## config.mk

```make
export PLATFORM = sky130hd
export DESIGN_NAME = rr_mux_arbiter
export DESIGN_NICKNAME = d
export VERILOG_FILES = /design/src/rtl/rr_mux_arbiter_pkg.sv /design/src/rtl/rr_priority_pick.sv /design/src/rtl/rr_mux_arbiter.sv
export SDC_FILE = /design/constraint.sdc
export NUM_CORES = 1
export LEC_CHECK = 0
export ABC_AREA = 1
export CORE_UTILIZATION = 45
export DETAILED_ROUTE_END_ITERATION = 16
export PLACE_DENSITY = 0.8
export SLEW_MARGIN = 25
export SYNTH_ARGS = -nofsm -noshare
export SYNTH_HDL_FRONTEND = slang
export SYNTH_HIERARCHICAL = 1
export SYNTH_SLANG_ARGS = --single-unit
```

## constraint.sdc

```tcl
create_clock -name clk -period 2.7 [get_ports clk]
set_input_delay 0.54 -clock clk [delete_from_list [all_inputs] [get_ports clk]]
set_output_delay 0.54 -clock clk [all_outputs]
set_load 0.01 [all_outputs]
```

## src/rtl/rr_mux_arbiter_pkg.sv

```systemverilog
// Shared constants for the round-robin 4:1 mux arbiter: state encodings,
// requester count, select width and a one-hot helper.
package rr_mux_arbiter_pkg;

    localparam logic [1:0] ST_IDLE  = 2'b00;
    localparam logic [1:0] ST_GRANT = 2'b01;

    localparam int N_REQ  = 4;
    localparam int SEL_W  = 2;
    localparam int HOLD_W = 8;

    typedef logic [1:0] state_t;

    function automatic logic [N_REQ-1:0] onehot(input logic [SEL_W-1:0] idx);
        logic [N_REQ-1:0] v;
        v      = '0;
        v[idx] = 1'b1;
        return v;
    endfunction

endpackage

```

## src/rtl/rr_priority_pick.sv

```systemverilog
// Rotating priority pick: first set request scanning ptr, ptr+1, ... modulo 4.
module rr_priority_pick
    import rr_mux_arbiter_pkg::*;
(
    input  logic [N_REQ-1:0] req,
    input  logic [SEL_W-1:0] ptr,
    output logic             any,
    output logic [SEL_W-1:0] idx
);

    logic [SEL_W-1:0] cand_idx [N_REQ];
    logic [N_REQ-1:0] rot;

    generate
        for (genvar gi = 0; gi < N_REQ; gi++) begin : g_rot
            assign cand_idx[gi] = ptr + SEL_W'(gi);
            assign rot[gi]      = req[cand_idx[gi]];
        end
    endgenerate

    // Scan from the far end so the candidate nearest to ptr wins.
    always_comb begin
        any = |req;
        idx = '0;
        for (int k = N_REQ - 1; k >= 0; k--) begin
            if (rot[k]) idx = cand_idx[k];
        end
    end

endmodule

```

## src/rtl/rr_mux_arbiter.sv

```systemverilog
// Round-robin arbiter sharing one 4:1 data selector between four requesters,
// with an optional per-grant hold limit that forces re-arbitration.
module rr_mux_arbiter
    import rr_mux_arbiter_pkg::*;
#(
    parameter int DATA_W   = 8,
    parameter int MAX_HOLD = 4
) (
    input  logic              clk,
    input  logic              rst_n,
    input  logic [N_REQ-1:0]  req,
    input  logic [DATA_W-1:0] din0,
    input  logic [DATA_W-1:0] din1,
    input  logic [DATA_W-1:0] din2,
    input  logic [DATA_W-1:0] din3,
    output logic [N_REQ-1:0]  gnt,
    output logic [SEL_W-1:0]  sel,
    output logic [DATA_W-1:0] dout,
    output logic              dout_valid,
    output logic              busy
);

    localparam logic [HOLD_W-1:0] HOLD_LIMIT = HOLD_W'(MAX_HOLD);
    localparam logic [HOLD_W-1:0] HOLD_SAT   = '1;

    state_t             state_reg,    state_next;
    logic [N_REQ-1:0]   gnt_reg,      gnt_next;
    logic [SEL_W-1:0]   sel_reg,      sel_next;
    logic [SEL_W-1:0]   ptr_reg,      ptr_next;
    logic [HOLD_W-1:0]  hold_cnt_reg, hold_cnt_next;

    logic               pick_any;
    logic [SEL_W-1:0]   pick_idx;
    logic               holder_req;
    logic               timeout;
    logic [DATA_W-1:0]  din_arr [N_REQ];

    rr_priority_pick u_pick (
        .req (req),
        .ptr (ptr_reg),
        .any (pick_any),
        .idx (pick_idx)
    );

    assign holder_req = req[sel_reg];
    assign timeout    = (MAX_HOLD != 0) && (hold_cnt_reg == HOLD_LIMIT);

    always_ff @(posedge clk or negedge rst_n) begin
        if (!rst_n) begin
            state_reg    <= ST_IDLE;
            gnt_reg      <= '0;
            sel_reg      <= '0;
            ptr_reg      <= '0;
            hold_cnt_reg <= '0;
        end else begin
            state_reg    <= state_next;
            gnt_reg      <= gnt_next;
            sel_reg      <= sel_next;
            ptr_reg      <= ptr_next;
            hold_cnt_reg <= hold_cnt_next;
        end
    end

    always_comb begin
        state_next    = state_reg;
        gnt_next      = gnt_reg;
        sel_next      = sel_reg;
        ptr_next      = ptr_reg;
        hold_cnt_next = hold_cnt_reg;

        unique case (state_reg)
            ST_IDLE: begin
                if (pick_any) begin
                    state_next    = ST_GRANT;
                    sel_next      = pick_idx;
                    gnt_next      = onehot(pick_idx);
                    hold_cnt_next = HOLD_W'(1);
                    ptr_next      = pick_idx + SEL_W'(1);
                end
            end
            ST_GRANT: begin
                // Release and timeout both re-arbitrate on the same edge;
                // after a timeout ptr = sel+1 puts the holder last.
                if ((!holder_req && pick_any) || (holder_req && timeout)) begin
                    state_next    = ST_GRANT;
                    sel_next      = pick_idx;
                    gnt_next      = onehot(pick_idx);
                    hold_cnt_next = HOLD_W'(1);
                    ptr_next      = pick_idx + SEL_W'(1);
                end else if (!holder_req) begin
                    state_next    = ST_IDLE;
                    gnt_next      = '0;
                    hold_cnt_next = '0;
                end else if (hold_cnt_reg != HOLD_SAT) begin
                    hold_cnt_next = hold_cnt_reg + HOLD_W'(1);
                end
            end
            default: begin
                state_next    = ST_IDLE;
                gnt_next      = '0;
                hold_cnt_next = '0;
            end
        endcase
    end

    assign din_arr[0] = din0;
    assign din_arr[1] = din1;
    assign din_arr[2] = din2;
    assign din_arr[3] = din3;

    assign busy       = (state_reg == ST_GRANT);
    assign gnt        = gnt_reg;
    assign sel        = sel_reg;
    assign dout_valid = busy & holder_req;
    assign dout       = dout_valid ? din_arr[sel_reg] : '0;

endmodule

```

# Yosys cells after proc, flatten, opt, wreduce, memory -nomap -nowiden
# Index checks and enable logic that the tools add are counted.
# Widths: inputs -> output; s select.
# totals
regBits	18
ramBits	0
romBits	0
memories	0
out_inout_bits	16
word_cells	77
input_bits	38
latch_bits	0
# op_classes
muxes	39
n_eq_ne	7
bitwise_logic	2
order_cmp	8
n_addsub	5
div_mod_pow	0
reduce_logical	11
n_mul	0
shift	0
# op_table
cell	n
$mux 8	7
$mux 2	11
$lt 2x3->1 const B	6
$bmux 8 s2	1
$pmux 8 s2	1
$mux 4	3
$pmux 2 s2	3
$bmux 1 s2	5
$add 8x1->8 const B	1
$eq 8x3->1 const B	1
$ne 8x8->1 const B	1
$pmux 4 s2	1
$mux 1	6
$add 2x1->2 const B	2
$add 2x2->2 const B	2
$ne 4x2->1 const B	1
$reduce_and 2->1	2
$reduce_or 4->1	1
$ge 3x3->1 const B	1
$logic_and 1x1->1	3
$ne 3x2->1 const B	1
$not 2->3	1
$reduce_and 3->1	1
$demux 1 s2	1
9 further kinds	9

# Longest topological paths before layout
# logic_depth
depth_word	13
mapped_depth	14

# By module
# Netlist, hierarchy kept.
# modules_own_cells
mod	instances	area_per_inst_um2	cells_each	seq_area_each_um2
rr_mux_arbiter	1	1371.3	202	425.4
rr_priority_pick	1	188.9	46	0.0

# Worst setup path before layout
# OpenSTA, ideal clock, no wires.
# synth_timing
path_type	flip-flop to output port
from	reg sel_reg[0] (netlist: sel[0])
to	out dout[6]
setup_slack_ns	0.972
required_time_ns	2.160
path_stages_with_launch	7
arrival_ns	1.188
cell_sequence	dfrtp_1 buf_6 buf_2 nor2_1 nor2_1 o21ai_0 a21oi_1
# synth_via
elab_chain_len	5
# synth_lines
element	line_no	rtl
from (decl)	rr_mux_arbiter.sv:28	logic [SEL_W-1:0] sel_reg, sel_next;
from (signal assigned)	rr_mux_arbiter.sv:58	sel_reg <= sel_next;
$not 2->3 (not written as such)	rr_mux_arbiter.sv:115	assign dout = dout_valid ? din_arr[sel_reg] : '0;
$bmux 8 s2	rr_mux_arbiter.sv:115	
$mux 8 (not written as such) (2 in a row)	rr_mux_arbiter.sv:115	
$mux 8 (*)	rr_mux_arbiter.sv:115	
to (decl)	rr_mux_arbiter.sv:18	output logic [DATA_W-1:0] dout,
# Every way passes the cells marked *; elsewhere a longest branch is shown, timed or not. The select of a mux whose other input is x is not followed.

# Worst setup path after layout
# layout_timing
from	in req[3]
to	out dout_valid
# layout_via
elab_chain_len	3
# layout_lines
element	line_no	rtl
from (decl)	rr_mux_arbiter.sv:11	input logic [N_REQ-1:0] req,
$bmux 1 s2	rr_mux_arbiter.sv:45	assign holder_req = req[sel_reg];
$mux 1 (not written as such)	rr_mux_arbiter.sv:45	
$and 1x1->1	rr_mux_arbiter.sv:114	assign dout_valid = busy & holder_req;
to (decl)	rr_mux_arbiter.sv:19	output logic dout_valid,
# Every way passes these cells. The select of a mux whose other input is x is not followed.

==> impl_metrics.tcl <==
set metrics [dict create \
    hp-class "register to register" \
    critical_path_class "input pin to output pin" \
    p_seq_frac 0.216 \
    grt_pass1_vias 1390 \
    finalSetupTns_ns 0 \
    clock_path_buffers 2 \
    power.switching_mw 1.05 \
    seq_area_frac_synth 0.273 \
    holdPathStages 2 \
    start_util 0.468 \
    die_area_um2 3710 \
    worst_pin_slew_ns 0.769 \
    drive_above_1_share 0.105 \
    fill_cells 300 \
    cts_root_buf "clkbuf_4" \
    dr.pass1.iters 4 \
    numClockSinks 17 \
    clkLatencyLatePin_ns 0.30 \
    die_x_um 60.9 \
    cts_resized 0 \
    synth.top_cell.area_share 0.273 \
    clock_skew_ns 0.00710 \
    yosysTopAreaCell "dfrtp_1" \
    slew_violations 0 \
    gp_congestion 0.874 \
    combPwrFrac 0.718 \
    end_kind "output pin" \
    hpwl_mm 3.07 \
    ant_nets 0 \
    crit_required_ns 2.16 \
    path_buf_inv 3 \
    hp-start "gnt[0]$_DFFE_PN0P_" \
    netSwitchingFraction 0.500 \
    core.rowCount 21 \
    path_clk_slew_ns 0.10 \
    path_cells "clkdlybuf4s50_1 > buf_4 > nand2_1 > nand3_1 > nand2_2 > nor2_4 > clkdlybuf4s50_1" \
    postSynthCellCount 248 \
    ir_drop_uv 583 \
    rsz0062_at_grt "false" \
    synth.area.top_cells "dfrtp_1, nand2_1, nor2_1" \
    cp.arrival_ns 2.06 \
    power_density_nw_per_um2 957 \
    r2r-start "ptr_reg[0]$_DFFE_PN0P_" \
    finalPower_mw 2.10 \
    antenna_found_initial 0 \
    outcome "finished, final reports clean" \
    grt_pass1_wl_mm 6.06 \
    p_leak_nw 1.19 \
    totalWireLength_mm 3.98 \
    gr-total-overflow 0 \
    path_depth 7 \
    largest_reg_flops 8 \
    r2r_slack_ns 0.80 \
    r2r-end "ptr_reg[1]$_DFFE_PN0P_" \
    ys_seq_elements 17 \
    final_util 0.656 \
    fin_crit_ns 2.60 \
    vias 1717 \
    die_h_um 60.9 \
    crit_fanout 3 \
    numPortBuffers 53 \
    diodes 0 \
    synth.cell_area_um2 1560 \
    cpPeakStageDelay_ns 0.56 \
    synth_commonest_cells "nand2_1, nor2_1, inv_1" \
    critPathTopFamily "buffers and inverters" \
    syn_avg_cell_area_um2 6.29 \
    holdBufCountCts 0 \
    cts_tree "done" \
    drt_iter0_drc 113 \
    synth_warnings 6 \
    pwr-share-clk 0.066 \
    grt_max_degree 20 \
    drv_cap 0 \
    yosysUniqueCellTypes 25 \
    cts_buffers 3 \
    postLayoutCellArea_um2 2190 \
    hold_end "gnt[0]$_DFFE_PN0P_" \
    hold_violations 0 \
    grt_usage 0.217 \
    drc 0 \
    synth_edf_count 0 \
    post_cts_buffers 0 \
    p_int_mw 1.05 \
    synth_most_common_cell "nand2_1" \
    fin_nets 349 \
    max_freq_mhz 384 \
    cts_htree_levels 1 \
    syn_nets 292 \
    cp_slowest_cell "clkdlybuf4s50_1" \
    synth_top_flop_cell "dfrtp_1" \
    finalSetupViolations 0 \
    io_pins 54 \
    worstRegToRegCells 14 \
    cp_common_cell "clkdlybuf4s50_1" \
    synthArstFlopShare 1.00 \
    cp-start-kind "input pin" \
    place_area_um2 2140 \
    period_share 0.964 \
    synthToLayoutAreaGrowth_pct 40.3 \
    avgRoutedWirePerCell_um 11.4 \
    fp.coreArea_um2 3340 \
    max_slew_margin 0.486 \
    via_per_inst 4.91 \
]
power by group through the flow:
stage / registers, mW / logic, mW / clock network, mW
after floorplan: 0.439 / 1.01 / 0
after global placement: 0.455 / 1.51 / 0
after detailed placement: 0.457 / 1.52 / 0
after CTS: 0.452 / 1.54 / 0.143
after global routing: 0.470 / 1.73 / 0.154
final: 0.453 / 1.50 / 0.138
metal layers:
metal / track usage / vias up / part of all wire
li1: - / 899 / -
met4: 0.0487 / 0 / 0.0080
met2: 0.366 / 53 / 0.45
met5: 0 / - / 0
met3: 0.0554 / 5 / 0.080
met1: 0.280 / 760 / 0.46
through the flow:
stage                     hold slack [ns]  std cells  setup slack (ns)
after global placement              0.480        346            0.0324
after floorplan                     0.244        248             0.972
after global routing                0.549        350            0.0272
after CTS                           0.513        350           0.00865
after detailed placement            0.483        346            0.0106
final                               0.503        350            0.0977
placed cells by master, fill, tap and decap left out:
master,netlist,layout
o21ai_0,18,18
nand2_1,69,69
nor2_1,38,38
nand4_1,11,11
nor3_1,1,1
inv_4,0,1
nand2_2,8,8
dlymetal6s2s_1,0,8
a21oi_1,8,8
o21ai_2,5,5
clkdlybuf4s50_1,0,45
inv_2,5,4
clkbuf_4,0,3
dfrtp_1,17,17
nand3_1,14,14
xor2_1,2,2
clkinv_2,0,1
buf_4,1,6
xnor2_1,2,2
nand3_4,1,1
ha_1,6,6
nand3_2,1,1
nor2_4,1,1
o21ai_1,6,6
nand2_4,1,1
inv_1,27,27
cell type report:
type | count | area (µm²) | share of cell area
Multi-Input combinational cell | 192 | 960 | 0.439
Timing Repair Buffer | 59 | 596 | 0.272
Sequential cell | 17 | 425 | 0.194
Inverter | 32 | 123 | 0.0560
Tap cell | 46 | 57.6 | 0.0263
Clock buffer | 3 | 22.5 | 0.0103
Clock inverter | 1 | 5.00 | 0.00229
tightest hold or removal path: stages (launching register included):
cell	delay, ns
dfrtp_1	0.36
nand2_1	0.05
o21ai_1	0.06
worst max path at each step:
stage	slack (ns)	from	to
after floorplan	0.97	sel[0]$_DFFE_PN0P_	dout[6]
after global placement	0.03	req[1]	dout[7]
after detailed placement	0.01	req[1]	dout[0]
after CTS	0.009	req[1]	dout[0]
after global routing	0.03	req[3]	dout_valid
final	0.1	req[3]	dout_valid
logic make-up (layout without fill, tap and decap cells):
group	Yosys count	count (layout)	share of synthesized area
AOI/OAI and AO/OA	37	37	0.131
DFF	17	17	0.273
buffers and inverters	39	95	0.112
and+or+nand+nor	145	145	0.414
adders and majority gates	6	6	0.0481
xor gates and xnor gates	4	4	0.0225
No activity file was read; power rests on OpenSTA's default activity.
